### src/rtl/pipe_hazard_ctrl.sv
`default_nettype none
// ============================================================================
// Module   : pipe_hazard_ctrl
// Brief    : Stall/flush controller for a 5-stage RV32I pipeline. Handles
//            load-use hazards, EX-resolved jumps/branches and multi-cycle
//            data-memory waits, with a memory-timeout error state and a
//            saturating load-use stall counter.
// Revision : 1.0 - initial release
// ============================================================================
module pipe_hazard_ctrl #(
  parameter int MEM_TIMEOUT = 16,
  parameter int CNT_W       = 5,
  parameter int PERF_W      = 16
) (
  input  logic              clk,
  input  logic              rst_n,
  input  logic              MemRead_id_ex_i,
  input  logic [4:0]        Rd_id_ex_i,
  input  logic [4:0]        Rs1_if_id_i,
  input  logic [4:0]        Rs2_if_id_i,
  input  logic              use_rs1_i,
  input  logic              use_rs2_i,
  input  logic              jump_taken_ex_i,
  input  logic              mem_req_i,
  input  logic              mem_ready_i,
  output logic              pc_en_o,
  output logic              if_id_en_o,
  output logic              if_id_flush_o,
  output logic              id_ex_en_o,
  output logic              id_ex_flush_o,
  output logic              ex_mem_en_o,
  output logic              mem_wb_en_o,
  output logic              mem_wb_flush_o,
  output logic              mem_err_o,
  output logic [PERF_W-1:0] lu_stall_cnt_o
);

  localparam logic [1:0] ST_RUN      = 2'd0;
  localparam logic [1:0] ST_MEM_WAIT = 2'd1;
  localparam logic [1:0] ST_ERROR    = 2'd2;

  // Last wait count value that may still be followed by another stalled cycle
  localparam logic [CNT_W-1:0]  WAIT_LAST = CNT_W'(MEM_TIMEOUT - 1);
  localparam logic [CNT_W-1:0]  WAIT_ONE  = CNT_W'(1);
  localparam logic [PERF_W-1:0] PERF_MAX  = '1;
  localparam logic [PERF_W-1:0] PERF_ONE  = PERF_W'(1);

  logic [1:0]       state;
  logic [1:0]       state_nxt;
  logic [CNT_W-1:0] wait_cnt;
  logic [CNT_W-1:0] wait_cnt_nxt;
  logic             err_set;
  logic             memstall;
  logic             lu_hazard;
  logic             lu_apply;

  // Hazard detection: memory stall and load-use dependency of ID on the load in EX
  always_comb begin
    memstall  = ((state == ST_RUN) && mem_req_i && !mem_ready_i) ||
                ((state == ST_MEM_WAIT) && !mem_ready_i);
    lu_hazard = MemRead_id_ex_i && (Rd_id_ex_i != 5'd0) &&
                (((Rs1_if_id_i == Rd_id_ex_i) && use_rs1_i) ||
                 ((Rs2_if_id_i == Rd_id_ex_i) && use_rs2_i));
    // Load-use only takes effect when nothing of higher priority overrides it
    lu_apply  = (state != ST_ERROR) && !memstall && !jump_taken_ex_i && lu_hazard;
  end

  // Pipeline register controls, priority ERROR > memstall > jump > load-use > normal
  always_comb begin
    pc_en_o        = 1'b1;
    if_id_en_o     = 1'b1;
    if_id_flush_o  = 1'b0;
    id_ex_en_o     = 1'b1;
    id_ex_flush_o  = 1'b0;
    ex_mem_en_o    = 1'b1;
    mem_wb_en_o    = 1'b1;
    mem_wb_flush_o = 1'b0;
    if (!rst_n || (state == ST_ERROR)) begin
      pc_en_o     = 1'b0;
      if_id_en_o  = 1'b0;
      id_ex_en_o  = 1'b0;
      ex_mem_en_o = 1'b0;
      mem_wb_en_o = 1'b0;
    end else if (memstall) begin
      // Freeze everything; WB gets a bubble so the stalled load is not retired twice
      pc_en_o        = 1'b0;
      if_id_en_o     = 1'b0;
      id_ex_en_o     = 1'b0;
      ex_mem_en_o    = 1'b0;
      mem_wb_en_o    = 1'b0;
      mem_wb_flush_o = 1'b1;
    end else if (jump_taken_ex_i) begin
      // PC takes the target, the two younger wrong-path instructions are killed
      if_id_flush_o = 1'b1;
      id_ex_flush_o = 1'b1;
    end else if (lu_apply) begin
      // Hold PC and IF/ID, insert a bubble into EX while the load moves on
      pc_en_o       = 1'b0;
      if_id_en_o    = 1'b0;
      id_ex_flush_o = 1'b1;
    end
  end

  // Next state and wait counter for the memory-wait / timeout tracking
  always_comb begin
    state_nxt    = state;
    wait_cnt_nxt = wait_cnt;
    err_set      = 1'b0;
    case (state)
      ST_RUN: begin
        if (mem_req_i && !mem_ready_i) begin
          state_nxt    = ST_MEM_WAIT;
          wait_cnt_nxt = WAIT_ONE;
        end
      end
      ST_MEM_WAIT: begin
        if (mem_ready_i) begin
          state_nxt    = ST_RUN;
          wait_cnt_nxt = '0;
        end else if (wait_cnt == WAIT_LAST) begin
          state_nxt = ST_ERROR;
          err_set   = 1'b1;
        end else begin
          wait_cnt_nxt = wait_cnt + WAIT_ONE;
        end
      end
      ST_ERROR: begin
        state_nxt = ST_ERROR;
      end
      default: begin
        state_nxt    = ST_RUN;
        wait_cnt_nxt = '0;
      end
    endcase
  end

  // State, counters and sticky error flag
  always_ff @(posedge clk or negedge rst_n) begin
    if (!rst_n) begin
      state          <= ST_RUN;
      wait_cnt       <= '0;
      mem_err_o      <= 1'b0;
      lu_stall_cnt_o <= '0;
    end else begin
      state     <= state_nxt;
      wait_cnt  <= wait_cnt_nxt;
      mem_err_o <= mem_err_o | err_set;
      if (lu_apply && (lu_stall_cnt_o != PERF_MAX)) begin
        lu_stall_cnt_o <= lu_stall_cnt_o + PERF_ONE;
      end
    end
  end

endmodule
`default_nettype wire

### config.mk
export PLATFORM = sky130hd
export DESIGN_NAME = pipe_hazard_ctrl
export DESIGN_NICKNAME = d
export VERILOG_FILES = /design/src/rtl/pipe_hazard_ctrl.sv
export SDC_FILE = /design/constraint.sdc
export NUM_CORES = 1
export LEC_CHECK = 0
export BUFFER_PORTS_ARGS = -buffer_cell sky130_fd_sc_hd__buf_2
export CORE_ASPECT_RATIO = 0.9
export CORE_MARGIN = 2
export CORE_UTILIZATION = 45
export DETAILED_ROUTE_END_ITERATION = 10
export PLACE_DENSITY_LB_ADDON = 0.3
export SYNTH_ARGS = -nofsm -noshare
export SYNTH_HDL_FRONTEND = slang
export SYNTH_SLANG_ARGS = --single-unit
### constraint.sdc
create_clock -name clk -period 1.73 [get_ports clk]
set_clock_uncertainty 0.1 [all_clocks]
set_input_delay 0.173 -clock clk [delete_from_list [all_inputs] [get_ports clk]]
set_output_delay 0.173 -clock clk [all_outputs]
set_load 0.02 [all_outputs]
; ---- Yosys cells after proc, flatten, opt, wreduce, memory -nomap -nowiden
; Cells that the tools add are included.
[totals]
ff_bits = 24
in_bits = 23
output_inout_bits = 25
word_cells = 67
[classes]
n_addsub = 2
n_eq_ne = 10
mux = 26
bitwise_logic = 2
reduce_logical = 23
[op_table]
columns = cell, n
row1 = 2-to-1 mux 1 bit, 18
row2 = "adder 16 x 1 -> 16 bit, second input constant", 1
row3 = "!= test 16 bit, second input constant", 1
row4 = 2-to-1 mux 5 bit, 3
row5 = case mux 5 bit (3 select lines), 1
row6 = logical AND 1 bit, 12
row7 = equality test 5 bit, 2
row8 = 2-to-1 mux 2 bit, 3
row9 = case mux 2 bit (3 select lines), 1
row10 = "adder 5 x 1 -> 5 bit, second input constant", 1
row11 = "equality test 5 x 4 -> 1 bit, second input constant", 1
row12 = nonzero test 5 bit, 1
row13 = logical NOT 1 bit, 4
row14 = logical OR 1 bit, 3
row15 = "!= test 3 x 2 -> 1 bit, second input constant", 1
row16 = "!= test 3 bit, second input constant", 1
row17 = AND reduction 3 bit, 1
row18 = "equality test 2 x 1 -> 1 bit, second input constant", 1
row19 = "equality test 2 bit, second input constant", 1
row20 = logical NOT 2 bit, 1
row21 = "!= test 2 x 1 -> 1 bit, second input constant", 1
row22 = "!= test 2 bit, second input constant", 1
row23 = AND reduction 2 bit, 1
row24 = NOT 1 bit, 1
row25 = OR 1 bit, 1

; ---- Longest topological paths before layout
[depth]
ltp_word = 12
depth_mapped = 8
depth_no_buf = 7

; ---- Least setup slack after synthesis
; OpenSTA, ideal clock, no wires.
[synth_path]
path_type = register to output
startpoint = register state[0]
endpoint = output port pc_en_o
arrival_time_ns = 1.990
setup_slack_ns = -0.533
path_stages_with_launch = 8
path_cell_list = dfrtp_1 > buf_2 > nor2_1 > nor2_1 > a21oi_1 > and2_1 > nor2b_1 > buf_4
[synth_via]
elab_chain_cells = 12
word_cells_on_any_way = 17
[synth_rtl]
columns = element, line
row1 = start: declaration, 48  ; logic [1:0] state;
row2 = start signal: assignment, 145  ; state <= state_nxt;
row3 = logical NOT 2 bit, 59  ; memstall = ((state == ST_RUN) && mem_req_i && !mem_ready_i) ||
row4 = logical AND 1 bit (2 in a row), 59
row5 = logical OR 1 bit, 59
row6 = logical NOT 1 bit, 65  ; lu_apply = (state != ST_ERROR) && !memstall && !jump_taken_ex_i && lu_hazard;
row7 = logical AND 1 bit (3 in a row), 65
row8 = 2-to-1 mux 1 bit (3 in a row), -
row9 = 2-to-1 mux 1 bit *, -
row10 = end: declaration, 26  ; output logic pc_en_o,
; Every way passes the cells marked *; elsewhere a longest branch is shown, timed or not.

; ---- Final worst setup path
[layout_path]
startpoint = register state[0]
endpoint = output port if_id_en_o
[layout_via]
elab_chain_cells = 12
word_cells_on_any_way = 17
[layout_rtl]
columns = element, line
row1 = logical NOT 2 bit, 59
row2 = logical AND 1 bit (2 in a row), 59
row3 = logical OR 1 bit, 59
row4 = logical NOT 1 bit, 65
row5 = logical AND 1 bit (3 in a row), 65
row6 = 2-to-1 mux 1 bit, 96  ; end else if (lu_apply) begin
row7 = 2-to-1 mux 1 bit, 92  ; end else if (jump_taken_ex_i) begin
row8 = 2-to-1 mux 1 bit, 84  ; end else if (memstall) begin
row9 = 2-to-1 mux 1 bit *, 78  ; if (!rst_n || (state == ST_ERROR)) begin
row10 = end: declaration, 27  ; output logic if_id_en_o,
; Marks and branches as above.

==> results.txt <==
ANT cells - 0
Synth Flop Type - dfrtp_1
flop2flop setup slack - -50 ps
DR iter-0 viols - 79
Worst Setup End Kind - output pin
slowest library cell on the worst path - dfrtp_1
worst path cell trace - nor2_4 > nor2_4 > a21oi_4 > and2_4 > nor2b_4 > buf_6
first-pass GRT wire length - 6640 um
Synth Register Bits - 24
RSZ-0062 raised after global routing - yes
Post-Layout Cell Count - 273
Reg2Reg Launch Point - state[1]$_DFFE_PN0P_
multi-input logic area - 942 um2
filler instances - 219
post-route ant nets - 0
syn avg cell area - 9.80 um2
via count - 1515
die width - 64.5 um
clk sink count - 24
final setup margin - -147 ps
DRT Pass-1 Iters - 5
clock buffer depth - 2
final setup vio count - 9
height of the die - 58.4 um
P_leak - 1.02 nW
number of global-route vias before repair - 1464
post-DP HPWL - 3060 um
Pwr Density - 499 nW/um2
Post-DP Area - 1970 um2
pin count of the biggest net entering global routing - 18
hold path depth - 3
critical path required time - 1460 ps
Post-synth ARST share - 100%
status - complete, but fails checks
FMAX - 533 MHz
Worst-path clk slew - 140 ps
CP startpoint kind - flip-flop
Root Driver - clkbuf_4
Setup WS pre-CTS - -94.5 ps
GRT Util Overall - 23.3%
Placeable Area - 3090 um2
Synth-to-Final Area Change - 49.3%
r2r endpoint - lu_stall_cnt_o[12]$_DFFE_PN0P_
Mapped Nets - 177
Fin. Hold Viols - 0
die footprint - 3760 um2
Final Cycle Share - 109%
CTS tree - done
critical setup path kind - flip-flop to output pin
Top Ports - 48
Hold Path Class - primary input to flip-flop
WL per Instance - 16.3 um
synth unique cells - 37
via density per instance - 5.55
most frequent CP cell - nor2_4
Crit Path Max Fanout - 5
ratio of cells with drive above 1 in the final layout - 49.8%
cell area after technology mapping - 1480 um2
sequential area share after synthesis - 40.6%
Clock Latency Late Sink - 320 ps
register area - 608 um2
total length of routed wires - 4440 um
initial antenna violation count - 0
Peak VDD IR - 371 uV
Slew headroom - 71.1%
clock period minus worst slack - 1880 ps
Num CTS Buffers - 3
Worst-Margin Slew - 431 ps
CTS H-tree depth - 1
worst hold margin - 70.0 ps
Reg2Reg Depth - 6
Hold Path Origin - mem_req_i
Final #Nets - 258
final instance area - 2210 um2
hold endpoint - state[0]$_DFFE_PN0P_
total gr overflow - 0
synthesized instance count - 151
Crit path largest cell delay - 460 ps
Pins Over Slew Limit - 0
Post-route DRC - 0
row count - 19
GPL Wtd Cong - 0.874
max cap viols - 0
Initial Util - 47.9%
Data arrival, critical path - 1600 ps
failing checks - setup timing
DP Cell Count - 260
YS warnings - 0
port buffer count - 47
EDFF count, synth - 0
==> repair_timing <==
| action | 4_1_cts | 5_1_grt |
|---|---|---|
| hold endpoints to repair | 24 | 0 |
| pin swaps | 4 | 8 |
| setup buffers | 4 | 4 |
| setup endpoints to repair | 13 | 26 |
| hold buffers | 1 | 0 |
| resized for setup | 19 | 11 |
==> registers in the layout, indices dropped and copies added, names as in the netlist <==
signal	flops
state	2
mem_err_o	1
lu_stall_cnt_o	16
wait_cnt	5
==> cell type report <==
type / instances / area share (%)
multi-input cells: 118 / 42.6
flip-flops and latches: 24 / 27.5
repair buffers: 82 / 24.6
well taps: 42 / 2.38
clock inverters: 1 / 1.36
clock buffers: 3 / 1.02
inverters: 3 / 0.510
==> through the flow <==
stage	utilization [%]	power, W	setup TNS, ps
4_1_cts	68.8	0.00109	-497
5_1_grt	71.5	0.00113	-1630
3_3_place_gp	63.6	0.000681	-83.4
6_report	71.5	0.00110	-776
3_5_place_dp	63.6	0.000686	-490
2_1_floorplan	-	0.000620	-3.12
==> worst max path at each step <==
stage	start	end	slack, ps	cells past startpoint
after floorplan	state[0]$_DFFE_PN0P_	pc_en_o	-3	7
after global placement	Rd_id_ex_i[1]	lu_stall_cnt_o[12]$_DFFE_PN0P_	-50	6
after detailed placement	Rd_id_ex_i[2]	lu_stall_cnt_o[1]$_DFFE_PN0P_	-90	8
after CTS	state[1]$_DFFE_PN0P_	lu_stall_cnt_o[12]$_DFFE_PN0P_	-110	6
after global routing	state[0]$_DFFE_PN0P_	pc_en_o	-210	6
final	state[0]$_DFFE_PN0P_	if_id_en_o	-150	6
==> layer usage <==
metal / vias to the layer above / part of all wire [%] / track usage (%)
li1: 707 / - / -
met1: 715 / 43 / 28.3
met2: 77 / 48 / 41.1
met3: 16 / 5.9 / 3.63
met4: 0 / 3.0 / 10.9
met5: - / 0 / 0
==> cells in the final DEF (no fill, tap or decap), types with 2 or more instances in the layout <==
cell,Yosys,routed
buf_2,1,42
buf_4,4,31
xnor2_1,24,24
dfrtp_1,24,18
nand2_1,14,14
nand4_1,10,10
buf_6,0,8
and3_1,7,6
dfrtp_2,0,6
nand3_1,6,5
o22ai_1,5,5
nor2_1,6,4
a21oi_1,5,4
inv_1,3,3
nor2b_1,5,3
nor3_1,4,3
clkbuf_4,0,3
nor2_4,0,2
and2_4,0,2
o21a_1,2,2
nand3_4,0,2
mux2i_1,2,2
o31ai_1,2,2
nand4b_1,2,2
ha_2,0,2
==> critical path, delay by kind of cell (launching register included) <==
kind	cells	cell delay [ps]
buffers and inverters	1	130
flip-flops	1	460
AND/OR/NAND/NOR	4	540
AO/OA/AOI/OAI	1	140
==> kinds of logic after synthesis <==
logic type	synth area share [%]
fa+ha+maj	2.54
mux	2.87
xor+xnor	14.8
simple gates	24.6
buf+inv	3.38
compound gates	11.2
flops	40.6
==> report_power, final <==
| group | switching [W] | total [W] | internal (W) |
|---|---|---|---|
| registers | 0.00000189 | 0.000565 | 0.000563 |
| logic | 0.0000628 | 0.000122 | 0.0000590 |
| clock network | 0.000182 | 0.000416 | 0.000234 |
| total | 0.000246 | 0.00110 | 0.000856 |
==> synthesized netlist by cell type, types with 2 or more instances <==
cell type / number / share of area [%]
dfrtp_1: 24 / 41
xnor2_1: 24 / 14
nand2_1: 14 / 3.6
nand4_1: 10 / 4.2
and3_1: 7 / 3.0
nand3_1: 6 / 2.0
nor2_1: 6 / 1.5
a21oi_1: 5 / 1.7
nor2b_1: 5 / 2.1
o22ai_1: 5 / 2.1
buf_4: 4 / 2.0
nor3_1: 4 / 1.4
ha_1: 3 / 2.5
inv_1: 3 / 0.76
and2_1: 2 / 0.85
and4_1: 2 / 1.2
mux2_1: 2 / 1.5
mux2i_1: 2 / 1.4
nand4b_1: 2 / 1.2
nor4_1: 2 / 0.85
o21a_1: 2 / 1.0
o31ai_1: 2 / 1.0
Note: power is estimated with default switching activity, not from simulation.
